--- config.mk ---
export PLATFORM = sky130hd
export DESIGN_NAME = iterative_divider
export DESIGN_NICKNAME = d
export VERILOG_FILES = /design/src/rtl/iterative_divider.sv
export SDC_FILE = /design/constraint.sdc
export NUM_CORES = 1
export LEC_CHECK = 0
export ABC_AREA = 1
export CAP_MARGIN = 10
export CORE_MARGIN = 5
export CORE_UTILIZATION = 60
export CTS_CLUSTER_SIZE = 25
export DETAILED_ROUTE_END_ITERATION = 8
export GPL_TIMING_DRIVEN = 1
export MAX_ROUTING_LAYER = met4
export PLACE_DENSITY = 0.86
export REMOVE_ABC_BUFFERS = 1
export SYNTH_ARGS = -nofsm -noshare
export SYNTH_HDL_FRONTEND = slang
export SYNTH_SLANG_ARGS = --single-unit
--- constraint.sdc ---
create_clock -name clk -period 12.3 [get_ports clk]
set_clock_uncertainty 0.2 [all_clocks]
set_input_delay 2.46 -clock clk [delete_from_list [all_inputs] [get_ports clk]]
set_output_delay 2.46 -clock clk [all_outputs]
set_load 0.02 [all_outputs]
--- src/rtl/iterative_divider.sv ---
// Multi-cycle RV32M divide/remainder unit: restoring division, one quotient bit per cycle.
// Signed ops run on magnitudes with sign correction applied when the result is loaded.
module iterative_divider #(
  parameter int unsigned N = 32
) (
  input  logic         clk,
  input  logic         rst,
  input  logic         start,
  input  logic [1:0]   op,
  input  logic [N-1:0] A,
  input  logic [N-1:0] B,
  input  logic         flush,
  output logic         busy,
  output logic         done,
  output logic [N-1:0] result
);

  localparam int unsigned CW = $clog2(N + 1);
  localparam logic [N-1:0] MIN_NEG  = {1'b1, {(N-1){1'b0}}};
  localparam logic [N-1:0] ALL_ONES = {N{1'b1}};

  typedef enum logic [1:0] {
    S_IDLE = 2'd0,
    S_RUN  = 2'd1,
    S_DONE = 2'd2
  } state_t;

  state_t          r_state;
  state_t          w_state_nxt;
  logic            r_busy;
  logic            r_done;
  logic [N-1:0]    r_result;
  logic [N-1:0]    r_q;
  logic [N-1:0]    r_r;
  logic [N-1:0]    r_b;
  logic [CW-1:0]   r_count;
  logic            r_is_rem;
  logic            r_neg_q;
  logic            r_neg_r;

  logic            w_signed;
  logic [N-1:0]    w_abs_a;
  logic [N-1:0]    w_abs_b;
  logic            w_b_zero;
  logic            w_ovf;
  logic            w_special;
  logic [N-1:0]    w_special_res;
  logic            w_accept;
  logic            w_step;
  logic            w_last;
  logic [N:0]      w_rshift;
  logic [N:0]      w_diff;
  logic            w_ge;
  logic [N-1:0]    w_r_nxt;
  logic [N-1:0]    w_q_nxt;
  logic [N-1:0]    w_fin_q;
  logic [N-1:0]    w_fin_r;

  // Operand decode and fast-path detection at the accepting edge
  assign w_signed  = ~op[0];
  assign w_abs_a   = (w_signed && A[N-1]) ? ('0 - A) : A;
  assign w_abs_b   = (w_signed && B[N-1]) ? ('0 - B) : B;
  assign w_b_zero  = (B == '0);
  assign w_ovf     = w_signed && (A == MIN_NEG) && (B == ALL_ONES);
  assign w_special = w_b_zero || w_ovf;

  always_comb begin
    w_special_res = '0;
    if (w_b_zero) begin
      w_special_res = op[1] ? A : ALL_ONES;
    end else begin
      w_special_res = op[1] ? '0 : A;
    end
  end

  assign w_accept = (r_state == S_IDLE) && start && !flush;
  assign w_step   = (r_state == S_RUN) && !flush;
  assign w_last   = w_step && (r_count == CW'(1));

  // One restoring step; the borrow out of bit N says whether R' < |B|
  assign w_rshift = {r_r, r_q[N-1]};
  assign w_diff   = w_rshift - {1'b0, r_b};
  assign w_ge     = ~w_diff[N];
  assign w_r_nxt  = w_ge ? w_diff[N-1:0] : w_rshift[N-1:0];
  assign w_q_nxt  = {r_q[N-2:0], w_ge};
  assign w_fin_q  = r_neg_q ? ('0 - w_q_nxt) : w_q_nxt;
  assign w_fin_r  = r_neg_r ? ('0 - w_r_nxt) : w_r_nxt;

  always_ff @(posedge clk or posedge rst) begin
    if (rst) begin
      r_state <= S_IDLE;
      r_busy  <= 1'b0;
      r_done  <= 1'b0;
    end else begin
      r_state <= w_state_nxt;
      r_busy  <= (w_state_nxt != S_IDLE);
      r_done  <= (w_state_nxt == S_DONE);
    end
  end

  // Flush beats both acceptance and completion
  always_comb begin
    w_state_nxt = r_state;
    case (r_state)
      S_IDLE: begin
        if (w_accept) begin
          w_state_nxt = w_special ? S_DONE : S_RUN;
        end
      end
      S_RUN: begin
        if (flush) begin
          w_state_nxt = S_IDLE;
        end else if (r_count == CW'(1)) begin
          w_state_nxt = S_DONE;
        end
      end
      S_DONE:  w_state_nxt = S_IDLE;
      default: w_state_nxt = S_IDLE;
    endcase
  end

  always_ff @(posedge clk or posedge rst) begin
    if (rst) begin
      r_q      <= '0;
      r_r      <= '0;
      r_b      <= '0;
      r_count  <= '0;
      r_is_rem <= 1'b0;
      r_neg_q  <= 1'b0;
      r_neg_r  <= 1'b0;
      r_result <= '0;
    end else if (w_accept) begin
      r_is_rem <= op[1];
      r_neg_q  <= w_signed && (A[N-1] ^ B[N-1]);
      r_neg_r  <= w_signed && A[N-1];
      r_b      <= w_abs_b;
      r_q      <= w_abs_a;
      r_r      <= '0;
      r_count  <= CW'(N);
      if (w_special) begin
        r_result <= w_special_res;
      end
    end else if (w_step) begin
      r_q     <= w_q_nxt;
      r_r     <= w_r_nxt;
      r_count <= r_count - CW'(1);
      if (w_last) begin
        r_result <= r_is_rem ? w_fin_r : w_fin_q;
      end
    end
  end

  assign busy   = r_busy;
  assign done   = r_done;
  assign result = r_result;

endmodule
==> flow_summary.ini <==
[layout]
drive_above_1_share = 0.0737
final_core_util = 0.680
final_cells = 2567
area_growth_pct = 12.2
num-fill-cells = 2082
finalNetCount = 2378

[status]
status = finished, final reports clean

[worst_setup_path]
start_kind = primary input
cpMaxStageDelayCell = nand4_2
cp_max_fo = 36
rr_worst_depth = 31
max_stage_delay_ns = 0.90
crit_path_end_kind = flop
path_class = primary input to flop
path_cells = clkdlybuf4s50_1 -> inv_1 -> ha_1 -> inv_1 -> nor3_1 -> nand2_1 -> nor3_2 -> nand3_1 -> nand3b_1 -> nand3b_1 -> nor2_2 -> nand4_2 -> o211ai_2 -> nand2_1 -> buf_4 -> clkinv_2 -> o21ai_0 -> a21oi_1 -> nor2_1
cp.arrival_ns = 7.20
required_ns = 12.42

[sta]
worstMarginPinSlew_ns = 1.21
final-hold-violation-count = 0
finalMaxSlewViolations = 0
setup_violations = 0
finalCriticalPeriod_ns = 7.09
fmax_mhz = 141
slew_headroom = 0.196
tns_ns = 0
period_share = 0.576
rsz0062_at_grt = no
fin_hold_ws_ns = 0.288

[synthesis]
synth-edff-count = 0
synth_top_cells_by_count = nand2_1 (668), inv_1 (305), o21ai_0 (206)
synth_most_common_cell = nand2_1
ys_seq_area_frac = 0.259
postSynthRegisterBits = 141
synth_top_area_frac = 0.259
yosysTopAreaCell = dfrtp_1
yosys_warnings = 0
synth_ff_type = dfrtp_1
syn_area_um2 = 13600
ys_async_sr_fraction = 1.00
synth_area_per_cell_um2 = 6.15
ys_types = 58
netlist_instances = 2215
synth.area.top_cells = dfrtp_1 (26%), nand2_1 (18%), inv_1 (8.4%)

[pwr]
ir_drop_mv = 0.372
power_density_nw_per_um2 = 321
power_leakage_nw = 7.81

[clock_network]
clk-insertion-delay-late_ns = 0.44
clock_sinks = 141
cts.path.max_buffers = 2
tritoncts = yes
cts_resized = 0
htree_levels = 4
clk_pin_slew_ns = 0.07
root_buffer = clkbuf_16
hold_buffers = 0
cts_setup_buffers = 0
cts_made_buffers = 17

[global_routing]
grt_pass1_wl_mm = 71.7
grt_pass1_vias = 14000
grt_antenna_before_repair = 1
grt_remaining_overflow = 0
grt_start_max_net_pins = 129
grt_usage = 0.351

[die]
dieArea_um2 = 25800
die_x_um = 161
io_pins = 104
fp.coreArea_um2 = 22500
die_h_um = 161
start_util = 0.606
row_count = 55

[routing]
drtIter0Drc = 1643
detail-route-antenna-nets = 0
drt_wl_total_mm = 44.4
wl_per_cell_um = 17.3
remaining_drc_errors = 0
routed_via_density = 5.79
via_count = 14863
first_pass_iters = 6

[worst_hold_path]
hold_path.class = flop to flop
hold_depth = 2

[placed_design]
placedCellCount = 2534
io_buffers = 103
place.gp.congestion = 0.973
dp_hpwl_mm = 32.8

[run]
drv_cap = 0
-- power by group --
part           internal, mW  total [mW]  switching [mW]
combinational          1.14        3.58            2.44
sequential            0.641       0.788           0.148
clock                 0.286       0.533           0.247
total                  2.06        4.90            2.84
-- cell usage in the layout, fill, tap and decap left out, types with 11 or more instances in the layout --
| master | instances |
|---|---|
| a21oi_1 | 94 |
| buf_4 | 15 |
| clkbuf_16 | 17 |
| clkdlybuf4s50_1 | 103 |
| dfrtp_1 | 141 |
| ha_1 | 39 |
| inv_1 | 303 |
| nand2_1 | 667 |
| nand2_2 | 33 |
| nand2_4 | 12 |
| nand3_1 | 152 |
| nand3b_1 | 13 |
| nand4_1 | 24 |
| nor2_1 | 201 |
| nor2_2 | 11 |
| nor2_4 | 12 |
| nor3_1 | 17 |
| o211ai_1 | 11 |
| o21ai_0 | 206 |
| o22ai_1 | 30 |
| xnor2_1 | 15 |
| xor2_1 | 51 |
-- critical path, delay by kind of cell --
| kind | cells | cell delay (ns) |
|---|---|---|
| compound gates | 3 | 0.66 |
| buf+inv | 5 | 1.33 |
| fa+ha+maj | 1 | 0.16 |
| simple gates | 10 | 2.53 |
-- area by class of cell --
| type | instances | area, um^2 | share of cell area |
|---|---|---|---|
| Multi-Input combinational cell | 1673 | 8490 | 0.555 |
| Tap cell | 285 | 357 | 0.0233 |
| Clock inverter | 15 | 153 | 0.00998 |
| Timing Repair Buffer | 118 | 1140 | 0.0748 |
| Inverter | 317 | 1200 | 0.0783 |
| Clock buffer | 17 | 425 | 0.0278 |
| Antenna cell | 1 | 2.50 | 0.000164 |
| Sequential cell | 141 | 3530 | 0.231 |
-- per-layer routing --
layer | wire, um | global-route usage | vias up
li1 | - | - | 7198
met1 | 19300 | 0.483 | 6849
met2 | 20100 | 0.540 | 705
met3 | 3710 | 0.0493 | 111
met4 | 1350 | 0.109 | 0
met5 | 0 | - | -
-- kinds of logic after synthesis --
logic type,count (synthesis),synth area share
fa+ha+maj,40,0.0373
simple gates,1185,0.389
buf+inv,401,0.119
xor+xnor,66,0.0424
compound gates,382,0.153
flops,141,0.259
-- per-stage QoR --
stage | setup WS (ns) | cell area, um^2 | power [mW]
global route | 4.81 | 15300 | 5.34
detailed placement | 4.87 | 14700 | 4.28
global placement | 5.06 | 14700 | 4.21
finish | 5.21 | 15300 | 4.90
floorplan | -0.546 | 13200 | 3.34
CTS | 5.32 | 15300 | 4.83
-- final timing paths --
path / start / endpoint / slack (ns)
max: B[1] / result[15] / 5.21
min: r_b[27] / r_b[27] / 0.29
max reg2reg: r_q[31] / result[28] / 6.92
min reg2reg: r_b[27] / r_b[27] / 0.29
max in group asynchronous: rst / result[20] / 8.06
min in group asynchronous: rst / r_b[9] / 2.30
-- flip-flops by register name, indices dropped and copies added (netlist names) --
signal,cells
r_state,2
result,32
done,1
r_b,32
r_is_rem,1
r_neg_q,1
busy,1
r_q,32
r_neg_r,1
r_r,32
r_count,6
No activity file was read; power rests on OpenSTA's default activity.
